**config.mk**
```make
export PLATFORM = sky130hd
export DESIGN_NAME = wave_nco
export DESIGN_NICKNAME = d
export VERILOG_FILES = /design/src/rtl/wave_nco.sv
export SDC_FILE = /design/constraint.sdc
export NUM_CORES = 1
export LEC_CHECK = 0
export CAP_MARGIN = 20
export CORE_MARGIN = 2
export CORE_UTILIZATION = 40
export CTS_BUF_LIST = sky130_fd_sc_hd__clkbuf_4 sky130_fd_sc_hd__clkbuf_8
export DETAILED_ROUTE_END_ITERATION = 7
export GPL_ROUTABILITY_DRIVEN = 0
export GPL_TIMING_DRIVEN = 0
export PLACE_DENSITY = 0.58
export SLEW_MARGIN = 20
export SYNTH_ARGS = -nofsm -noshare
export SYNTH_HDL_FRONTEND = slang
export SYNTH_SLANG_ARGS = --single-unit
```
**constraint.sdc**
```tcl
create_clock -name clk -period 2.8 [get_ports clk]
set_clock_uncertainty 0.15 [all_clocks]
set_input_delay 0.42 -clock clk [delete_from_list [all_inputs] [get_ports clk]]
set_output_delay 0.42 -clock clk [all_outputs]
set_load 0.02 [all_outputs]
```
**src/rtl/wave_nco.sv**
```systemverilog
// wave_nco: NCO producing pulse/saw/triangle waves with double-buffered settings.
// Ports: clk, rst_n (sync, active-low); ctrl_in/duty_in/mode_in with load strobe go to
// a pending set that becomes active at the next phase wrap; sync restarts the phase and
// applies pending/load values at once; busy = pending valid; wrap = carry strobe;
// value = registered signed amplitude.
module wave_nco #(
  parameter int PHASE_W = 32,
  parameter int OUT_W = 8
) (
  input  logic                     clk,
  input  logic                     rst_n,
  input  logic [PHASE_W-1:0]       ctrl_in,
  input  logic [PHASE_W-1:0]       duty_in,
  input  logic [1:0]               mode_in,
  input  logic                     load,
  input  logic                     sync,
  output logic                     busy,
  output logic                     wrap,
  output logic signed [OUT_W-1:0]  value
);
  logic [PHASE_W-1:0] phase, ctrl_act, duty_act, ctrl_pend, duty_pend;
  logic [1:0] mode_act, mode_pend;
  logic pend_valid;
  logic [PHASE_W:0] sum;
  logic [OUT_W-1:0] pos_a, neg_a, saw, tri_t, tri_v, next_val;
  assign busy = pend_valid;
  assign sum = {1'b0, phase} + {1'b0, ctrl_act};
  always_comb begin
    pos_a = {1'b0, {(OUT_W-1){1'b1}}};
    neg_a = ~pos_a + OUT_W'(1);
    saw = {~phase[PHASE_W-1], phase[PHASE_W-2 -: OUT_W-1]};
    // Second half of the period mirrors the first so the ramp folds back down.
    tri_t = phase[PHASE_W-1] ? ~phase[PHASE_W-2 -: OUT_W] : phase[PHASE_W-2 -: OUT_W];
    tri_v = {~tri_t[OUT_W-1], tri_t[OUT_W-2:0]};
    next_val = mode_act == 2'd0 ? ((phase < duty_act) ? pos_a : neg_a) :
               mode_act == 2'd1 ? saw :
               mode_act == 2'd2 ? tri_v : '0;
  end
  always_ff @(posedge clk) begin
    if (!rst_n) begin
      phase <= '0;
      ctrl_act <= '0;
      duty_act <= {1'b1, {(PHASE_W-1){1'b0}}};
      mode_act <= 2'd3;
      ctrl_pend <= '0;
      duty_pend <= '0;
      mode_pend <= 2'd3;
      pend_valid <= 1'b0;
      wrap <= 1'b0;
      value <= '0;
    end else begin
      value <= next_val;
      if (sync) begin
        phase <= '0;
        wrap <= 1'b0;
        pend_valid <= 1'b0;
        if (load) begin
          ctrl_act <= ctrl_in;
          duty_act <= duty_in;
          mode_act <= mode_in;
        end else if (pend_valid) begin
          ctrl_act <= ctrl_pend;
          duty_act <= duty_pend;
          mode_act <= mode_pend;
        end
      end else begin
        phase <= sum[PHASE_W-1:0];
        wrap <= sum[PHASE_W];
        if (sum[PHASE_W] && pend_valid) begin
          ctrl_act <= ctrl_pend;
          duty_act <= duty_pend;
          mode_act <= mode_pend;
          pend_valid <= 1'b0;
        end
        // A load on the apply edge refills pending after the old values moved to active.
        if (load) begin
          ctrl_pend <= ctrl_in;
          duty_pend <= duty_in;
          mode_pend <= mode_in;
          pend_valid <= 1'b1;
        end
      end
    end
  end
endmodule

```
**Word level (Yosys, flattened, before mapping)**

Index checks and enable logic that the tools add are counted.

- Word-level logic and storage cells: 46
- Output and inout port bits: 10
- Input port bits: 70
- Flip-flop bits (word level): 174

- Equal/unequal tests: 3
- Add/sub/neg operators: 1
- Bitwise operators: 5
- Reductions and logical operators: 7
- Magnitude comparators: 1
- Mux-type cells: 19

Operator list:

| operator | count |
|---|---|
| $mux 32 | 8 |
| $mux 8 | 5 |
| $add 32x32->33 | 1 |
| $lt 32x32->1 | 1 |
| $mux 2 | 4 |
| $not 8->8 | 1 |
| $not 1->1 | 4 |
| $reduce_and 2->1 | 2 |
| $reduce_bool 2->1 | 2 |
| $ne 3x2->1 const B | 1 |
| $eq 2x1->1 const B | 1 |
| $eq 2x2->1 const B | 1 |
| $logic_not 2->1 | 1 |
| $mux 1 | 2 |
| $reduce_or 2->1 | 1 |
| $logic_and 1x1->1 | 1 |

**Depth between registers and ports, before layout**

- Depth after elaboration: 6
- Depth in mapped cells: 13

**Least setup slack after synthesis**

No wires, ideal clock.

- Path type: register to register
- Start: register phase[0]
- End: register ctrl_act[0]
- Clock period less this slack: 2.929 ns
- Data required time: 2.518 ns
- Library setup time: 0.132 ns
- Cell stages (with the launch flop): 14
- Buffers on the path: 2
- Setup slack: -0.129 ns
- Arrival: 2.647 ns
- Cells stage by stage: dfxtp_1 > ha_1 > fa_1 > a211oi_2 > o21bai_2 > o311ai_2 > o21ai_2 > nand4_1 > a41o_1 > a21boi_2 > buf_6 > buf_8 > mux2i_1 > a21oi_1

- Word-level cells in the longest chain between the ends: 4

RTL lines:

| what | RTL line | source |
|---|---|---|
| start, declared | 21 | `logic [PHASE_W-1:0] phase, ctrl_act, duty_act, ctrl_pend, duty_pend;` |
| start signal, assigned | 67 | `phase <= sum[PHASE_W-1:0];` |
| $add 32x32->33 | 27 | `assign sum = {1'b0, phase} + {1'b0, ctrl_act};` |
| $logic_and 1x1->1 | 69 | `if (sum[PHASE_W] && pend_valid) begin` |
| $reduce_bool 2->1 (no line) | n/a |  |
| $reduce_and 2->1 (no line) | n/a |  |
| end signal, assigned | 58 | `ctrl_act <= ctrl_in;` |
| end signal, assigned | 62 | `ctrl_act <= ctrl_pend;` |
| end signal, assigned | 70 | `ctrl_act <= ctrl_pend;` |
| end, declared | 21 |  |

Every way passes these cells.
A chain may end at the register's enable or synchronous reset.

**Worst setup path in the final report**

- Start: register ctrl_act[0]
- End: register ctrl_act[4]

- Word-level cells in the longest chain between the ends: 4

RTL lines:

| what | RTL line |
|---|---|
| $add 32x32->33 | 27 |
| $logic_and 1x1->1 | 69 |
| $reduce_bool 2->1 (no line) | n/a |
| $reduce_and 2->1 (no line) | n/a |

Every way passes these cells.

==> flow_summary_export.csv <==
group,metric,value,unit
outcome,outcome,"finished with violations",
outcome,violations,"setup timing",
clock_network,numCtsBuffers,17,
power_and_ir_drop,seqPwrFrac,48.4,%
timing,slew_headroom,39.7,%
critical_path,criticalPathCategory,"flip-flop to flip-flop",
grt,antenna_found_initial,0,
timing,grt_setup_unrepaired,"true",
die,ios,80,
hold_path,min_path_cells,2,
power_and_ir_drop,power.density_cell_area,501,nW/um^2
die,rows,54,
synthesis,ys_seq_area_share,38.7,%
timing,fmax,333,MHz
power_and_ir_drop,switchingPower,1.57,mW
critical_path,worstReg2RegStart,"ctrl_act[0]$_SDFFE_PN0P_",
synthesis,synth_seq_cells,174,
synthesis,syn-instance-count,1068,
timing,period_share,107,%
synthesis,synth_edf_count,0,
clock_network,cts.sinks,174,
synthesis,synthArstFlopShare,0,%
placement,dp_hpwl,17800,um
grt,gr-total-overflow,0,
critical_path,path_max_fanout,7,
synthesis,syn-cell-area,9000,sq um
drt,ant_nets,0,
grt,track_usage,20.8,%
critical_path,required,2.99,ns
layout,final_nets,1316,
clock_network,cts_hold_buffers,0,
power_and_ir_drop,p_comb_share,15.1,%
timing,setup_viol_count_final,62,
clock_network,htreeDepth,4,
critical_path,crit_path_start,"ctrl_act[0]$_SDFFE_PN0P_",
layout,fillers,2122,
critical_path,worst_setup_path_end_kind,"flip-flop",
timing,period_needed,3.00,ns
die,die_w,154,um
clock_network,cts_tree,"done",
power_and_ir_drop,sw_frac_of_total,28.1,%
layout,n_antenna_cell,0,
grt,grt_max_degree,17,
drt,drc_errors,0,
timing,hold_viol,0,
drt,drt_first_pass_iters,5,
power_and_ir_drop,peakVddDrop,0.315,mV
die,core,22000,sq um
drt,totalWireLength,24900,um
layout,final_common_cell,"nand2_1",
layout,area_growth_syn_to_layout,23.8,%
placement,placed_cells,1427,
timing,slew_viol_final,0,
timing,fin_hold_ws,0.319,ns
synthesis,syn_nets,1202,
clock_network,clk_latency,0.47,ns
synthesis,yosysWarningCount,0,
critical_path,reg2regPathDepth,13,
die,start_util,41.0,%
power_and_ir_drop,clockPowerShare,36.4,%
clock_network,path_clk_slew,0.10,ns
clock_network,cts-root-buf,"clkbuf_8",
grt,grt_pass1_vias,7398,
placement,numPortBuffers,79,
hold_path,min_from,"ctrl_pend[22]$_SDFFE_PN0P_",
grt,grt_first_pass_wirelength,39000,um
drt,via_count,7765,
synthesis,synth_cell_types,55,
timing,timing.final.ws_setup,-0.200,ns
power_and_ir_drop,leakage,4.18,nW
synthesis,synth-main-ff-cell,"dfxtp_1",
critical_path,cp-start-kind,"flip-flop",
flow_run,cap_violations,0,
timing,worst_pin_slew,0.904,ns
power_and_ir_drop,intPower,4.01,mW
drt,drt_iter0_markers,431,
placement,pre_cts_slack,-0.565,ns
critical_path,arrival,3.19,ns
die,die_area,23700,sq um
layout,final_cell_count_no_fill,1475,
clock_network,cts_buffer_depth,2,
layout,final_cell_mix,"168 x nand2_1, 163 x dfxtp_1, 98 x a21oi_1, 90 x o21ai_0, 79 x clkdlybuf4s50_1",
die,die_height,154,um
hold_path,hold_path.class,"flip-flop to flip-flop",
drt,drt-vias-per-instance,5.26,
synthesis,avgSynthCellArea,8.43,sq um
drt,avgRoutedWirePerCell,16.9,um
layout,drive_gt1_share,9.71,%
worst paths after layout:
check,endpoint,slack (ns)
worst max-delay path,ctrl_act[4]$_SDFFE_PN0P_,-0.20
worst min-delay path,ctrl_pend[22]$_SDFFE_PN0P_,0.32
worst max register to register,ctrl_act[4]$_SDFFE_PN0P_,-0.20
worst min register to register,ctrl_pend[22]$_SDFFE_PN0P_,0.32
flip-flops by register name (all words and copies together) (netlist names), 2 cells and up:
signal,count
ctrl_act,32
ctrl_pend,32
duty_act,32
duty_pend,32
phase,32
value,8
mode_act,2
mode_pend,2
power groups by stage:
stage	sequential, mW	combinational (mW)	clock, mW
3_5_place_dp	2.75	0.788	0
6_report	2.70	0.844	2.03
4_1_cts	2.70	0.808	2.06
5_1_grt	2.72	0.944	2.17
3_3_place_gp	2.75	0.779	0
2_1_floorplan	2.72	0.507	0
what timing repair did:
action / in CTS / in global routing
pin swaps: 24 / 19
cloned: 1 / 2
resized for setup: 25 / 61
setup buffers: 11 / 8
endpoints found under the setup margin: 76 / 128
kinds of logic (layout without fill, tap and decap cells):
logic type      Yosys count  count (layout)  share of synthesized area, %
compound gates          345             345                          23.8
xor+xnor                 32              32                          3.11
fa+ha+maj                64              64                          8.98
buf+inv                  99             226                          4.68
flops                   174             174                          38.7
mux                      63              63                          7.00
simple gates            291             291                          13.8
cells in the mapped netlist, types with 12 or more instances:
| library cell | instances | area (sq um) |
|---|---|---|
| nand2_1 | 168 | 631 |
| dfxtp_1 | 174 | 3480 |
| and2_1 | 15 | 93.8 |
| nor2_1 | 57 | 214 |
| clkbuf_1 | 55 | 206 |
| a21oi_1 | 101 | 505 |
| inv_1 | 35 | 131 |
| a21o_1 | 18 | 135 |
| xnor2_1 | 12 | 105 |
| mux2i_1 | 63 | 631 |
| ha_1 | 63 | 788 |
| o21ai_0 | 96 | 480 |
| nand3_1 | 12 | 60.1 |
| a21boi_0 | 64 | 480 |
| xor2_1 | 20 | 175 |
routing by layer:
metal | wire [um] | vias to the layer above | global-route usage [%]
li1 | - | 3962 | -
met1 | 11700 | 3634 | 27.1
met2 | 11900 | 136 | 35.4
met3 | 730 | 33 | 3.66
met4 | 448 | 0 | 5.38
met5 | 0 | - | 0
critical path, cell delays in order (launching register included):
cell and delay (ns):
dfxtp_4 0.37, ha_4 0.17, fa_2 0.42, a211oi_4 0.24, o21bai_2 0.13, o311ai_4 0.28, o21ai_2 0.12, nand4_1 0.10
a41o_4 0.24, a21boi_4 0.08, buf_12 0.18, clkbuf_16 0.17, mux2i_1 0.14, a21oi_1 0.08
area by class of cell:
class	instances	area, sq um	share of cell area [%]
multi-input cells	795	5380	48.3
repair buffers	101	1020	9.13
flip-flops and latches	174	3500	31.4
clock buffers	19	249	2.23
plain buffers	57	309	2.77
inverters	36	135	1.21
well taps	280	350	3.14
clock inverters	13	203	1.82
per-stage QoR:
| stage | TNS (ns) | power, mW | cell area [sq um] | utilization, % |
|---|---|---|---|---|
| 5_1_grt | -18.50 | 5.83 | 11100 | 50.8 |
| 3_5_place_dp | -48.39 | 3.54 | 10200 | 46.3 |
| 4_1_cts | -14.33 | 5.57 | 10900 | 49.4 |
| 6_report | -9.72 | 5.58 | 11100 | 50.8 |
| 3_3_place_gp | -48.27 | 3.53 | 10200 | 46.3 |
| 2_1_floorplan | -1.74 | 3.23 | 9020 | - |
(Power assumes the default switching activity.)
